--- src/rtl/mc_ctrl.sv ---
// Multicycle control FSM for the MIPS-subset core: sequences ALU, register file, memory and PC.
// Optional jump support (opcode 000010, state 12) is enabled by defining MC_JUMP_EN.
module mc_ctrl #(
  parameter int unsigned CNT_W = 32
) (
  input  logic             clk,
  input  logic             rst,
  input  logic [31:0]      instr,
  input  logic             zero,
  input  logic             mem_ready,
  output logic             mem_read,
  output logic             mem_write,
  output logic             iord,
  output logic             ir_write,
  output logic             pc_en,
  output logic [1:0]       pc_src,
  output logic             alu_src_a,
  output logic [1:0]       alu_src_b,
  output logic [3:0]       alu_ctrl,
  output logic             reg_write,
  output logic             reg_dst,
  output logic             mem_to_reg,
  output logic             illegal,
  output logic [3:0]       state,
  output logic [CNT_W-1:0] retire_cnt
);

  localparam logic [3:0] S_IDLE   = 4'd0;
  localparam logic [3:0] S_FETCH  = 4'd1;
  localparam logic [3:0] S_DECODE = 4'd2;
  localparam logic [3:0] S_MEMADR = 4'd3;
  localparam logic [3:0] S_MEMRD  = 4'd4;
  localparam logic [3:0] S_MEMWB  = 4'd5;
  localparam logic [3:0] S_MEMWR  = 4'd6;
  localparam logic [3:0] S_EXEC   = 4'd7;
  localparam logic [3:0] S_ALUWB  = 4'd8;
  localparam logic [3:0] S_BRANCH = 4'd9;
  localparam logic [3:0] S_ADDIEX = 4'd10;
  localparam logic [3:0] S_ADDIWB = 4'd11;
`ifdef MC_JUMP_EN
  localparam logic [3:0] S_JUMP   = 4'd12;
  localparam logic [5:0] OP_J     = 6'b000010;
`endif

  localparam logic [5:0] OP_RTYPE = 6'b000000;
  localparam logic [5:0] OP_LW    = 6'b100011;
  localparam logic [5:0] OP_SW    = 6'b101011;
  localparam logic [5:0] OP_BEQ   = 6'b000100;
  localparam logic [5:0] OP_ADDI  = 6'b001000;

  localparam logic [5:0] FN_ADD = 6'b100000;
  localparam logic [5:0] FN_SUB = 6'b100010;
  localparam logic [5:0] FN_AND = 6'b100100;
  localparam logic [5:0] FN_OR  = 6'b100101;
  localparam logic [5:0] FN_SLT = 6'b101010;

  localparam logic [3:0] ALU_AND = 4'b0000;
  localparam logic [3:0] ALU_OR  = 4'b0001;
  localparam logic [3:0] ALU_ADD = 4'b0010;
  localparam logic [3:0] ALU_SUB = 4'b0110;
  localparam logic [3:0] ALU_SLT = 4'b0111;

  logic [3:0] state_q, state_d;
  logic [5:0] opcode, funct;
  logic       funct_ok;
  logic [3:0] rtype_alu;
  logic       pc_write, branch, retire;
  logic       unused_instr;

  assign opcode       = instr[31:26];
  assign funct        = instr[5:0];
  assign unused_instr = ^instr[25:6];
  assign state        = state_q;

  // R-type funct decode; unlisted functs are rejected in DECODE
  always_comb begin
    funct_ok  = 1'b1;
    rtype_alu = ALU_ADD;
    case (funct)
      FN_ADD:  rtype_alu = ALU_ADD;
      FN_SUB:  rtype_alu = ALU_SUB;
      FN_AND:  rtype_alu = ALU_AND;
      FN_OR:   rtype_alu = ALU_OR;
      FN_SLT:  rtype_alu = ALU_SLT;
      default: funct_ok  = 1'b0;
    endcase
  end

  always_ff @(posedge clk) begin
    if (!rst) state_q <= S_IDLE;
    else      state_q <= state_d;
  end

  // Next-state and Moore output decode; retire marks a completing instruction
  always_comb begin
    state_d    = S_IDLE;
    mem_read   = 1'b0;
    mem_write  = 1'b0;
    iord       = 1'b0;
    ir_write   = 1'b0;
    pc_write   = 1'b0;
    branch     = 1'b0;
    pc_src     = 2'b00;
    alu_src_a  = 1'b0;
    alu_src_b  = 2'b00;
    alu_ctrl   = ALU_AND;
    reg_write  = 1'b0;
    reg_dst    = 1'b0;
    mem_to_reg = 1'b0;
    illegal    = 1'b0;
    retire     = 1'b0;
    case (state_q)
      S_IDLE: state_d = S_FETCH;
      S_FETCH: begin
        mem_read  = 1'b1;
        alu_src_b = 2'b01;
        alu_ctrl  = ALU_ADD;
        ir_write  = mem_ready;
        pc_write  = mem_ready;
        state_d   = mem_ready ? S_DECODE : S_FETCH;
      end
      S_DECODE: begin
        alu_src_b = 2'b11;
        alu_ctrl  = ALU_ADD;
        case (opcode)
          OP_RTYPE: begin
            if (funct_ok) begin
              state_d = S_EXEC;
            end else begin
              illegal = 1'b1;
              state_d = S_FETCH;
            end
          end
          OP_LW, OP_SW: state_d = S_MEMADR;
          OP_BEQ:       state_d = S_BRANCH;
          OP_ADDI:      state_d = S_ADDIEX;
`ifdef MC_JUMP_EN
          OP_J:         state_d = S_JUMP;
`endif
          default: begin
            illegal = 1'b1;
            state_d = S_FETCH;
          end
        endcase
      end
      S_MEMADR: begin
        alu_src_a = 1'b1;
        alu_src_b = 2'b10;
        alu_ctrl  = ALU_ADD;
        state_d   = (opcode == OP_SW) ? S_MEMWR : S_MEMRD;
      end
      S_MEMRD: begin
        mem_read = 1'b1;
        iord     = 1'b1;
        state_d  = mem_ready ? S_MEMWB : S_MEMRD;
      end
      S_MEMWB: begin
        reg_write  = 1'b1;
        mem_to_reg = 1'b1;
        retire     = 1'b1;
        state_d    = S_FETCH;
      end
      S_MEMWR: begin
        mem_write = 1'b1;
        iord      = 1'b1;
        retire    = mem_ready;
        state_d   = mem_ready ? S_FETCH : S_MEMWR;
      end
      S_EXEC: begin
        alu_src_a = 1'b1;
        alu_ctrl  = rtype_alu;
        state_d   = S_ALUWB;
      end
      S_ALUWB: begin
        reg_write = 1'b1;
        reg_dst   = 1'b1;
        retire    = 1'b1;
        state_d   = S_FETCH;
      end
      S_BRANCH: begin
        alu_src_a = 1'b1;
        alu_ctrl  = ALU_SUB;
        branch    = 1'b1;
        pc_src    = 2'b01;
        retire    = 1'b1;
        state_d   = S_FETCH;
      end
      S_ADDIEX: begin
        alu_src_a = 1'b1;
        alu_src_b = 2'b10;
        alu_ctrl  = ALU_ADD;
        state_d   = S_ADDIWB;
      end
      S_ADDIWB: begin
        reg_write = 1'b1;
        retire    = 1'b1;
        state_d   = S_FETCH;
      end
`ifdef MC_JUMP_EN
      S_JUMP: begin
        pc_src   = 2'b10;
        pc_write = 1'b1;
        retire   = 1'b1;
        state_d  = S_FETCH;
      end
`endif
      default: state_d = S_IDLE;
    endcase
    pc_en = pc_write | (branch & zero);
  end

  // Retired-instruction counter, wraps naturally
  always_ff @(posedge clk) begin
    if (!rst)        retire_cnt <= '0;
    else if (retire) retire_cnt <= retire_cnt + CNT_W'(1);
  end

endmodule

--- config.mk ---
export PLATFORM = sky130hd
export DESIGN_NAME = mc_ctrl
export DESIGN_NICKNAME = d
export VERILOG_FILES = /design/src/rtl/mc_ctrl.sv
export SDC_FILE = /design/constraint.sdc
export NUM_CORES = 1
export LEC_CHECK = 0
export ABC_CLOCK_PERIOD_IN_PS = 2550
export BUFFER_PORTS_ARGS = -buffer_cell sky130_fd_sc_hd__buf_2
export CAP_MARGIN = 25
export CELL_PAD_IN_SITES_DETAIL_PLACEMENT = 1
export CELL_PAD_IN_SITES_GLOBAL_PLACEMENT = 2
export CORE_UTILIZATION = 26
export DETAILED_ROUTE_END_ITERATION = 16
export PLACE_DENSITY_LB_ADDON = 0.1
export SYNTH_ARGS = -nofsm -noshare
export SYNTH_HDL_FRONTEND = slang
export SYNTH_SLANG_ARGS = --single-unit
--- constraint.sdc ---
create_clock -name clk -period 2.55 [get_ports clk]
set_input_delay 0.3825 -clock clk [delete_from_list [all_inputs] [get_ports clk]]
set_output_delay 0.3825 -clock clk [all_outputs]
set_load 0.01 [all_outputs]
==> results.yml, run 1 <==
synth:
  post_synth_main_area_contributors: "sky130_fd_sc_hd__dfxtp_1 33%, sky130_fd_sc_hd__a21oi_1 6.5%, sky130_fd_sc_hd__nor2_1 5.4%"
  ys.flop_type: "sky130_fd_sc_hd__dfxtp_1"
  synthesis.area_per_instance_um2: 7.676
  ys_seq_area_share_pct: 33.29
  yosysUniqueCellTypes: 47
  yosysWarningCount: 0
  syn-instance-count: 282
  top_count_cell_post_synth: "sky130_fd_sc_hd__dfxtp_1"
  proportion_of_netlist_area_held_by_the_largest_area_contributor_pct: 33.29
  synth_enable_flop_cells: 0
  yosys_register_bits: 36
  synth.largest_area_cell: "sky130_fd_sc_hd__dfxtp_1"
  ys_async_sr_fraction_pct: 0
  synth_commonest_cells: "36 x sky130_fd_sc_hd__dfxtp_1, 31 x sky130_fd_sc_hd__nor2_1, 28 x sky130_fd_sc_hd__a21oi_1, 21 x sky130_fd_sc_hd__nand2_1, 17 x sky130_fd_sc_hd__o21ai_0"
  netlist_area_um2: 2165
floorplan:
  vert_die_dim_um: 93.25
  rows: 32
  floorplan.die.width_um: 93.25
  die_area_um2: 8695
  effective_utilization_at_floorplan_pct: 27.44
  core_region_area_um2: 7888
  boundaryPins: 90
finish:
  post_layout_inst_area_um2: 2716
  final_net_count: 387
  finish.cell_count_without_fillers: 453
  antenna_cells: 0
  syn2layout_area_growth_pct: 25.49
  drive_gt1_share_pct: 26.21
  fillCellCount: 1004
outcome:
  outcome: "complete, no violations"
critical_path:
  timing.critical_path.arrival_ns: 2.39
  timing.critical_path.slowest_stage_cell: "sky130_fd_sc_hd__or4_1"
  crit_path_cell_trace: "ha_1, inv_1, nor4_2, o211ai_1, buf_4, or4_1, a21oi_1"
  critical_path.max_stage_delay_ns: 0.50
  worst-path-buf-inv: 2
  worstSetupPathType: "flop to flop"
  r2r_cells: 7
  timing.critical_path.fanout_max: 10
  setup.worst_path.start_class: "flop"
  worst_ep_required_time_ns: 2.78
  largest_delay_contributor_family_on_the_critical_path: "simple AND/OR/NAND/NOR gates"
  timing.critical_path.to_type: "flop"
  worstSetupPathDepth: 7
timing:
  fin_skew_ns: 0.009481
  fin_setup_tns_ns: 0
  grt_setup_unrepaired: "no"
  period_share_pct: 84.89
  worstMarginPinSlew_ns: 0.5570
  period_needed_ns: 2.165
  final_hold_viol_count: 0
  clock.fmax_mhz: 462.0
  report.final.setup_viol: 0
  timing.slew.headroom_pct: 62.83
  report.final.slew_viol_count: 0
  setup_slack_ns: 0.3854
clock_network:
  clk_latency_ns: 0.29
  clock_tree_from_tritoncts: "built"
  cts_htree_levels: 2
  cts_setup_buffers: 0
  cts_made_buffers: 5
  cts-root-to-sink-buffers: 2
  ctsResizeCount: 0
  cts.sink_count: 36
  clk_pin_slew_ns: 0.08
  clk_root_buffer_cell: "sky130_fd_sc_hd__clkbuf_8"
  cts.hold.buffers_added: 0
routing:
  detail_route.wirelength_um: 6487
  firstDrtPassIters: 4
  route.detailed.wl_per_inst_um: 14.32
  ant_nets: 0
  drt_initial_violations: 40
  vias: 2281
  detailed_route_vias_per_instance: 5.035
  drc: 0
hold_path:
  hold_path_class: "input pin to flop"
  min_path_cells: 2
place:
  placed_area_um2: 2623
  globalplace.congestion: 0.7330
  portBuffers: 67
  dp_hpwl_um: 4859
  place_ws_ns: 0.3790
  placed_instances: 445
global_route:
  grt_overflow_total: 0
  grt_pass1_vias: 2245
  overall_fraction_of_global_route_tracks_in_use_pct: 15.92
  wire_length_of_the_first_global_routing_pass_um: 11020
  grt_start_max_net_pins: 21
  grt_antenna_before_repair: 0
pwr:
  leakage_uw: 0.001079
  power.density_cell_area_nw_per_um2: 414.0
  total_power_uw: 1125
  vdd_ir_max_mv: 0.1622
flow_run:
  cap_violations: 0
==> report_power, final <==
part | internal [uW] | total [uW] | leakage (uW) | switching [uW]
sequential | 565 | 569 | 0.000290 | 4.02
combinational | 46.5 | 119 | 0.000744 | 72.6
clock | 220 | 437 | 0.0000445 | 217
==> worst paths after layout <==
check,startpoint,to,slack (ns)
max,retire_cnt[0],retire_cnt[22],0.39
max reg2reg,retire_cnt[0],retire_cnt[22],0.39
min reg2reg,retire_cnt[31],retire_cnt[31],0.48
min,rst,retire_cnt[14],0.45
==> kinds of logic (layout without fill, tap and decap cells) <==
logic type,count (synthesis),in the layout,synth area share (%)
AND/OR/NAND/NOR,124,124,31.44
AO/OA/AOI/OAI,78,78,22.25
flip-flops,36,36,33.29
buffers and inverters,26,94,5.607
XOR/XNOR,13,13,5.260
multiplexers,3,3,1.387
adder cells (fa/ha/maj),1,1,0.5779
other,1,2,0.1732
==> sequential cells by signal, indices dropped and copies added (netlist names) <==
signal	count
retire_cnt	32
state	4
==> layer usage <==
metal / wire, um / track usage, %
met1: 3130 / 21.50
met5: 0 / 0
met4: 61 / 4.615
met3: 278 / 2.927
met2: 3016 / 25.74
==> area by class of cell <==
type                            instances  area [um2]  area share [%]
Clock buffer                            7       86.33           3.178
Inverter                                8       30.03           1.105
Sequential cell                        36       720.7           26.53
Multi-Input combinational cell        221        1326           48.83
Clock inverter                          1       7.507          0.2764
Timing Repair Buffer                   78       417.9           15.38
Tap cell                              102       127.6           4.698
==> placed cells by master (no fill, tap or decap), types with 4 or more instances in the layout <==
master                      synthesis  layout
sky130_fd_sc_hd__nand2b_1           8       8
sky130_fd_sc_hd__buf_4              3      11
sky130_fd_sc_hd__and2_1             4       4
sky130_fd_sc_hd__o21ai_0           17      17
sky130_fd_sc_hd__o2111ai_1          7       7
sky130_fd_sc_hd__nand4_1           10      10
sky130_fd_sc_hd__nand2_1           21      21
sky130_fd_sc_hd__o211ai_1           5       5
sky130_fd_sc_hd__o31ai_1            6       6
sky130_fd_sc_hd__dfxtp_1           36      36
sky130_fd_sc_hd__a21oi_1           28      28
sky130_fd_sc_hd__clkbuf_8           0       6
sky130_fd_sc_hd__nand3_1           10      10
sky130_fd_sc_hd__xor2_1             7       7
sky130_fd_sc_hd__xnor2_1            6       6
sky130_fd_sc_hd__buf_2              4      67
sky130_fd_sc_hd__inv_1              7       7
sky130_fd_sc_hd__o41ai_1            4       4
sky130_fd_sc_hd__nor2_1            31      31
sky130_fd_sc_hd__nor3_1             6       6
sky130_fd_sc_hd__or3_1             10      10
sky130_fd_sc_hd__and3_1             4       4
==> stage by stage <==
stage,util (%),hold WS [ns]
final,34.44,0.4513
after detailed placement,33.25,0.4777
after CTS,34.44,0.4550
after floorplan,-,0.4910
after global routing,34.44,0.4620
after global placement,33.25,0.4637
(Power assumes the default switching activity.)
==> inputs of run 2 (changes only) <==
Settings changed: ABC_AREA set to 1, ABC_CLOCK_PERIOD_IN_PS 2550 to 1860, CORE_UTILIZATION 26 to 22.
Clock period 2.55 ns to 1.86 ns, I/O delays scaled along.
==> results.yml, run 2 <==
synth:
  yosysWarningCount: 0
  synth_enable_flop_cells: 0
  netlist_area_um2: 2517
  proportion_of_netlist_area_held_by_the_largest_area_contributor_pct: 28.63
  synthesis.area_per_instance_um2: 5.965
  yosysUniqueCellTypes: 34
  ys.flop_type: "sky130_fd_sc_hd__dfxtp_1"
  post_synth_main_area_contributors: "sky130_fd_sc_hd__dfxtp_1 29%, sky130_fd_sc_hd__nand2_1 17%, sky130_fd_sc_hd__nor2_1 11%"
  ys_seq_area_share_pct: 28.63
  syn-instance-count: 422
  yosys_register_bits: 36
  synth.largest_area_cell: "sky130_fd_sc_hd__dfxtp_1"
  synth_commonest_cells: "115 x sky130_fd_sc_hd__nand2_1, 75 x sky130_fd_sc_hd__nor2_1, 55 x sky130_fd_sc_hd__inv_1, 48 x sky130_fd_sc_hd__nand3_1, 36 x sky130_fd_sc_hd__dfxtp_1"
  ys_async_sr_fraction_pct: 0
  top_count_cell_post_synth: "sky130_fd_sc_hd__nand2_1"
timing:
  whs_ns: 0.4372
  clock.fmax_mhz: 583.4
  fin_setup_tns_ns: 0
  period_needed_ns: 1.714
  report.final.setup_viol: 0
  setup_slack_ns: 0.1460
  grt_setup_unrepaired: "no"
  fin_skew_ns: 0.01029
  final_hold_viol_count: 0
  period_share_pct: 92.15
  report.final.slew_viol_count: 0
finish:
  most-common-layout-cells: "115 x sky130_fd_sc_hd__nand2_1, 74 x sky130_fd_sc_hd__nor2_1, 67 x sky130_fd_sc_hd__buf_2, 55 x sky130_fd_sc_hd__inv_1, 47 x sky130_fd_sc_hd__nand3_1"
  postLayoutCoreUtil_pct: 29.52
  largest_register_ffs: 32
  final_net_count: 538
  post_layout_inst_area_um2: 3242
  antenna_cells: 0
  drive_gt1_share_pct: 25.10
  commonest_non_fill_non_tap_cell_in_the_layout: "sky130_fd_sc_hd__nand2_1"
  regMostFlops: "retire_cnt"
  syn2layout_area_growth_pct: 28.78
global_route:
  groute.layer.met2.usage_pct: 26.46
  grt_start_max_net_pins: 35
  wire_length_of_the_first_global_routing_pass_um: 14000
  grt_pass1_vias: 2832
  globalRouteMet1Util_pct: 19.22
  overall_fraction_of_global_route_tracks_in_use_pct: 15.08
  grt_use_met3_pct: 2.152
  grt_overflow_total: 0
  grt_antenna_before_repair: 0
  busiest_layer: "met2"
routing:
  firstDrtPassIters: 4
  detailed_route_vias_per_instance: 4.391
  drc: 0
  ant_nets: 0
  drt_initial_violations: 68
  detail_route.wirelength_um: 8318
  vias: 2819
  route.detailed.wl_per_inst_um: 12.96
clock_network:
  cts-root-to-sink-buffers: 2
  cts.hold.buffers_added: 0
  cts_htree_levels: 2
  clock_tree_from_tritoncts: "built"
  cts_made_buffers: 5
  cts.sink_count: 36
  clk_root_buffer_cell: "sky130_fd_sc_hd__clkbuf_16"
  clk_pin_slew_ns: 0.05
  clk_latency_ns: 0.28
pwr:
  power_frac_comb_pct: 9.4
  int_power_uw: 1333
  pwr-share-seq_pct: 43.6
  power_frac_clock_pct: 47.0
  fraction_of_power_spent_switching_nets_pct: 26.10
  leakage_uw: 0.001570
  switching_power_uw: 470.8
  vdd_ir_max_mv: 0.3225
  power.density_cell_area_nw_per_um2: 556.5
place:
  portBuffers: 67
  placed_area_um2: 3080
  dp_hpwl_um: 6679
  place_ws_ns: 0.1454
  globalplace.congestion: 0.7731
floorplan:
  effective_utilization_at_floorplan_pct: 22.92
  die_area_um2: 11870
  floorplan.die.width_um: 109.0
  core_region_area_um2: 10980
  rows: 38
  boundaryPins: 90
  vert_die_dim_um: 109.0
critical_path:
  worst_ep_required_time_ns: 1.58
  crit_path_start: "state[2]"
  timing.reg2reg.setup_slack_ns: 0.20
  critical_path.reg2reg.endpoint: "retire_cnt[27]"
  crit_path_cell_trace: "inv_2, nand2_1, o21ai_0, a221o_1, buf_2"
  critical_path.max_stage_delay_ns: 0.35
  timing.critical_path.slowest_stage_cell: "sky130_fd_sc_hd__dfxtp_2"
  timing.critical_path.arrival_ns: 1.44
  worstSetupPathType: "flop to primary output"
  r2r-start: "retire_cnt[5]"
  setup.worst_path.start_class: "flop"
  timing.critical_path.to_type: "primary output"
  r2r_cells: 7
  critPathCapture: "alu_ctrl[1]"
  timing.critical_path.fanout_max: 7
flow_run:
  cap_violations: 0
hold_path:
  hold_path_class: "input pin to flop"
outcome:
  outcome: "complete, no violations"
## run 2: cell count changes after synthesis, sizes merged, moves of 10 or more
| cell | delta |
|---|---|
| o21ai | -10 |
| a21oi | -12 |
| nand3 | +40 |
| nor2 | +58 |
| nand2 | +101 |
| or3 | -10 |
| inv | +52 |
## run 2: repair_timing
item,4_1_cts,5_1_grt
setup buffers,0,0
endpoints found under the hold margin,0,0
gates resized for setup,0,7
setup endpoints to repair,0,9
## run 2: cells by family after synthesis
family | Yosys count | share of synthesized area [%]
XOR/XNOR | 4 | 1.392
adder cells (fa/ha/maj) | 1 | 0.4969
buffers and inverters | 69 | 11.53
flip-flops | 36 | 28.63
AO/OA/AOI/OAI | 28 | 6.263
AND/OR/NAND/NOR | 283 | 51.54
other | 1 | 0.1490
## run 2: worst min-delay path by stage
stage          slack (ns)          start  cells after the start              to
2_1_floorplan        0.47            rst                      2  retire_cnt[20]
6_report             0.44      instr[29]                      5        state[1]
3_5_place_dp         0.50  retire_cnt[0]                      1   retire_cnt[0]
4_1_cts              0.43      instr[29]                      5        state[1]
5_1_grt              0.49  retire_cnt[0]                      1   retire_cnt[0]
3_3_place_gp         0.49  retire_cnt[0]                      1   retire_cnt[0]
## run 2: critical path, delay by kind of cell, from the launching register on
| family | cells | cell delay, ns |
|---|---|---|
| AND/OR/NAND/NOR | 1 | 0.11 |
| AO/OA/AOI/OAI | 2 | 0.43 |
| buffers and inverters | 2 | 0.26 |
| flip-flops | 1 | 0.35 |
## run 2: layout make-up
class	count	area (um2)
fillers	1438	7741
multi-input cells	318	1523
flip-flops and latches	36	725.7
repair buffers	81	452.9
inverters	59	221.5
well taps	140	175.2
clock buffers	5	125.1
clock inverters	3	18.77
## run 2: power by group through the flow
stage | Sequential (uW) | Clock [uW] | Combinational (uW)
after floorplan | 803 | 0 | 101
after global placement | 803 | 0 | 172
after detailed placement | 803 | 0 | 173
after CTS | 785 | 885 | 174
after global routing | 786 | 912 | 193
final | 786 | 848 | 170
## run 2: metrics by stage
stage | total power [uW] | std cells
finish | 1804 | 642
global route | 1892 | 642
CTS | 1844 | 642
detailed placement | 975.9 | 634
global placement | 974.5 | 634
floorplan | 904.1 | 423
## run 2: per-layer routing
metal	share of wire (%)	vias up
met5	0	-
li1	-	1483
met4	0.97	0
met1	48	1289
met3	3.1	7
met2	48	40
==> inputs of run 3 (changes only) <==
Settings changed: CORE_ASPECT_RATIO set to 1.2.
==> results.yml, run 3 (same netlist as run 2, synthesis figures left out) <==
critical_path:
  worstSetupPathType: "flop to primary output"
  r2r-start: "retire_cnt[0]"
  timing.reg2reg.setup_slack_ns: 0.17
  r2r_cells: 9
  worst_ep_required_time_ns: 1.58
  setup.worst_path.start_class: "flop"
  timing.critical_path.arrival_ns: 1.44
  timing.critical_path.to_type: "primary output"
  timing.critical_path.fanout_max: 8
  critical_path.reg2reg.endpoint: "retire_cnt[20]"
clock_network:
  cts.sink_count: 36
  clk_latency_ns: 0.28
  clock_tree_from_tritoncts: "built"
  cts_htree_levels: 2
  cts-root-to-sink-buffers: 2
  clk_root_buffer_cell: "sky130_fd_sc_hd__clkbuf_16"
  cts.hold.buffers_added: 0
  clk_pin_slew_ns: 0.05
  cts_made_buffers: 5
hold_path:
  holdPathEnd: "state[1]"
  hold_path_class: "input pin to flop"
  min_path_cells: 5
  hold_crit_start: "instr[29]"
floorplan:
  vert_die_dim_um: 119.2
  boundaryPins: 90
  core_region_area_um2: 11090
  effective_utilization_at_floorplan_pct: 22.70
  die_area_um2: 11880
  floorplan.die.width_um: 99.65
  rows: 42
global_route:
  grt_antenna_before_repair: 0
  grt_start_max_net_pins: 35
  grt_overflow_total: 0
  grt_pass1_vias: 2942
  overall_fraction_of_global_route_tracks_in_use_pct: 15.22
  wire_length_of_the_first_global_routing_pass_um: 14310
timing:
  period_share_pct: 92.32
  report.final.slew_viol_count: 0
  report.final.setup_viol: 0
  setup_slack_ns: 0.1429
  grt_setup_unrepaired: "yes"
  fin_skew_ns: 0.01285
  period_needed_ns: 1.717
  final_hold_viol_count: 0
  whs_ns: 0.4316
  clock.fmax_mhz: 582.4
outcome:
  outcome: "complete, no violations"
pwr:
  power_frac_comb_pct: 9.4
  pwr-share-seq_pct: 43.6
  leakage_uw: 0.001566
  power.density_cell_area_nw_per_um2: 555.1
  vdd_ir_max_mv: 0.2912
  int_power_uw: 1333
  fraction_of_power_spent_switching_nets_pct: 26.21
  power_frac_clock_pct: 47.0
  total_power_uw: 1807
  switching_power_uw: 473.4
place:
  place_ws_ns: 0.1134
  globalplace.congestion: 0.7586
  portBuffers: 67
  dp_hpwl_um: 6787
finish:
  antenna_cells: 0
  largest_register_ffs: 32
  syn2layout_area_growth_pct: 29.27
  most-common-layout-cells: "115 x sky130_fd_sc_hd__nand2_1, 73 x sky130_fd_sc_hd__nor2_1, 67 x sky130_fd_sc_hd__buf_2, 55 x sky130_fd_sc_hd__inv_1, 48 x sky130_fd_sc_hd__nand3_1"
  commonest_non_fill_non_tap_cell_in_the_layout: "sky130_fd_sc_hd__nand2_1"
  final_net_count: 536
  drive_gt1_share_pct: 24.80
  regMostFlops: "retire_cnt"
flow_run:
  cap_violations: 0
routing:
  vias: 2855
  route.detailed.wl_per_inst_um: 13.14
  detail_route.wirelength_um: 8596
  detailed_route_vias_per_instance: 4.365
  firstDrtPassIters: 4
  ant_nets: 0
  drt_initial_violations: 48
  drc: 0
## run 3: cell types whose count changed in the layout (fill, tap and decap cells not counted)
cell,previous run,this run
sky130_fd_sc_hd__buf_12,1,2
sky130_fd_sc_hd__nor2_2,6,7
sky130_fd_sc_hd__nor2_1,74,73
sky130_fd_sc_hd__nand3_1,47,48
sky130_fd_sc_hd__buf_4,13,10
sky130_fd_sc_hd__nand3_2,3,2
## run 3: critical path, stage by stage, from the launching register on
cell and delay, ns:
sky130_fd_sc_hd__dfxtp_2 0.42, sky130_fd_sc_hd__nor2_1 0.10, sky130_fd_sc_hd__nand2_1 0.10, sky130_fd_sc_hd__o21ai_0 0.12, sky130_fd_sc_hd__a221o_1 0.28, sky130_fd_sc_hd__buf_2 0.14
## run 3: final cells by class
cell class / count / area [um2]
Clock inverter: 3 / 18.77
Tap cell: 154 / 192.7
Clock buffer: 5 / 125.1
Multi-Input combinational cell: 318 / 1520
Timing Repair Buffer: 79 / 450.4
Fill cell: 1489 / 7834
Inverter: 59 / 221.5
Sequential cell: 36 / 725.7
## run 3: layer usage
metal | share of wire (%) | vias up | track usage, %
met2 | 51 | 39 | 28.56
li1 | - | 1472 | -
met4 | 0.79 | 0 | 3.585
met3 | 2.3 | 5 | 1.995
met1 | 46 | 1339 | 18.04
met5 | 0 | - | 0
## run 3: power groups by stage
| stage | logic, uW | registers, uW | clock network, uW |
|---|---|---|---|
| finish | 169 | 788 | 850 |
| global route | 192 | 788 | 904 |
| detailed placement | 173 | 804 | 0 |
| floorplan | 101 | 803 | 0 |
| CTS | 174 | 786 | 881 |
| global placement | 171 | 804 | 0 |
## run 3: worst max-delay path by stage
stage	to	from	slack (ns)
floorplan	alu_ctrl[1]	state[0]	0.35
global placement	retire_cnt[28]	retire_cnt[0]	0.19
detailed placement	retire_cnt[20]	retire_cnt[0]	0.11
CTS	alu_ctrl[1]	state[0]	0.001
global route	retire_cnt[24]	retire_cnt[0]	-0.005
finish	alu_ctrl[1]	state[0]	0.14
## run 3: through the flow
stage	TNS (ns)	std cells	area (um2)	util, %
floorplan	0	423	2521	-
global route	-0.004660	654	3254	29.35
finish	0	654	3254	29.35
CTS	0	654	3239	29.21
detailed placement	0	646	3095	27.92
global placement	0	646	3095	27.92
## run 3: what timing repair did
item	CTS	global route
resized for setup	0	7
setup buffers	0	0
setup endpoints to repair	0	11
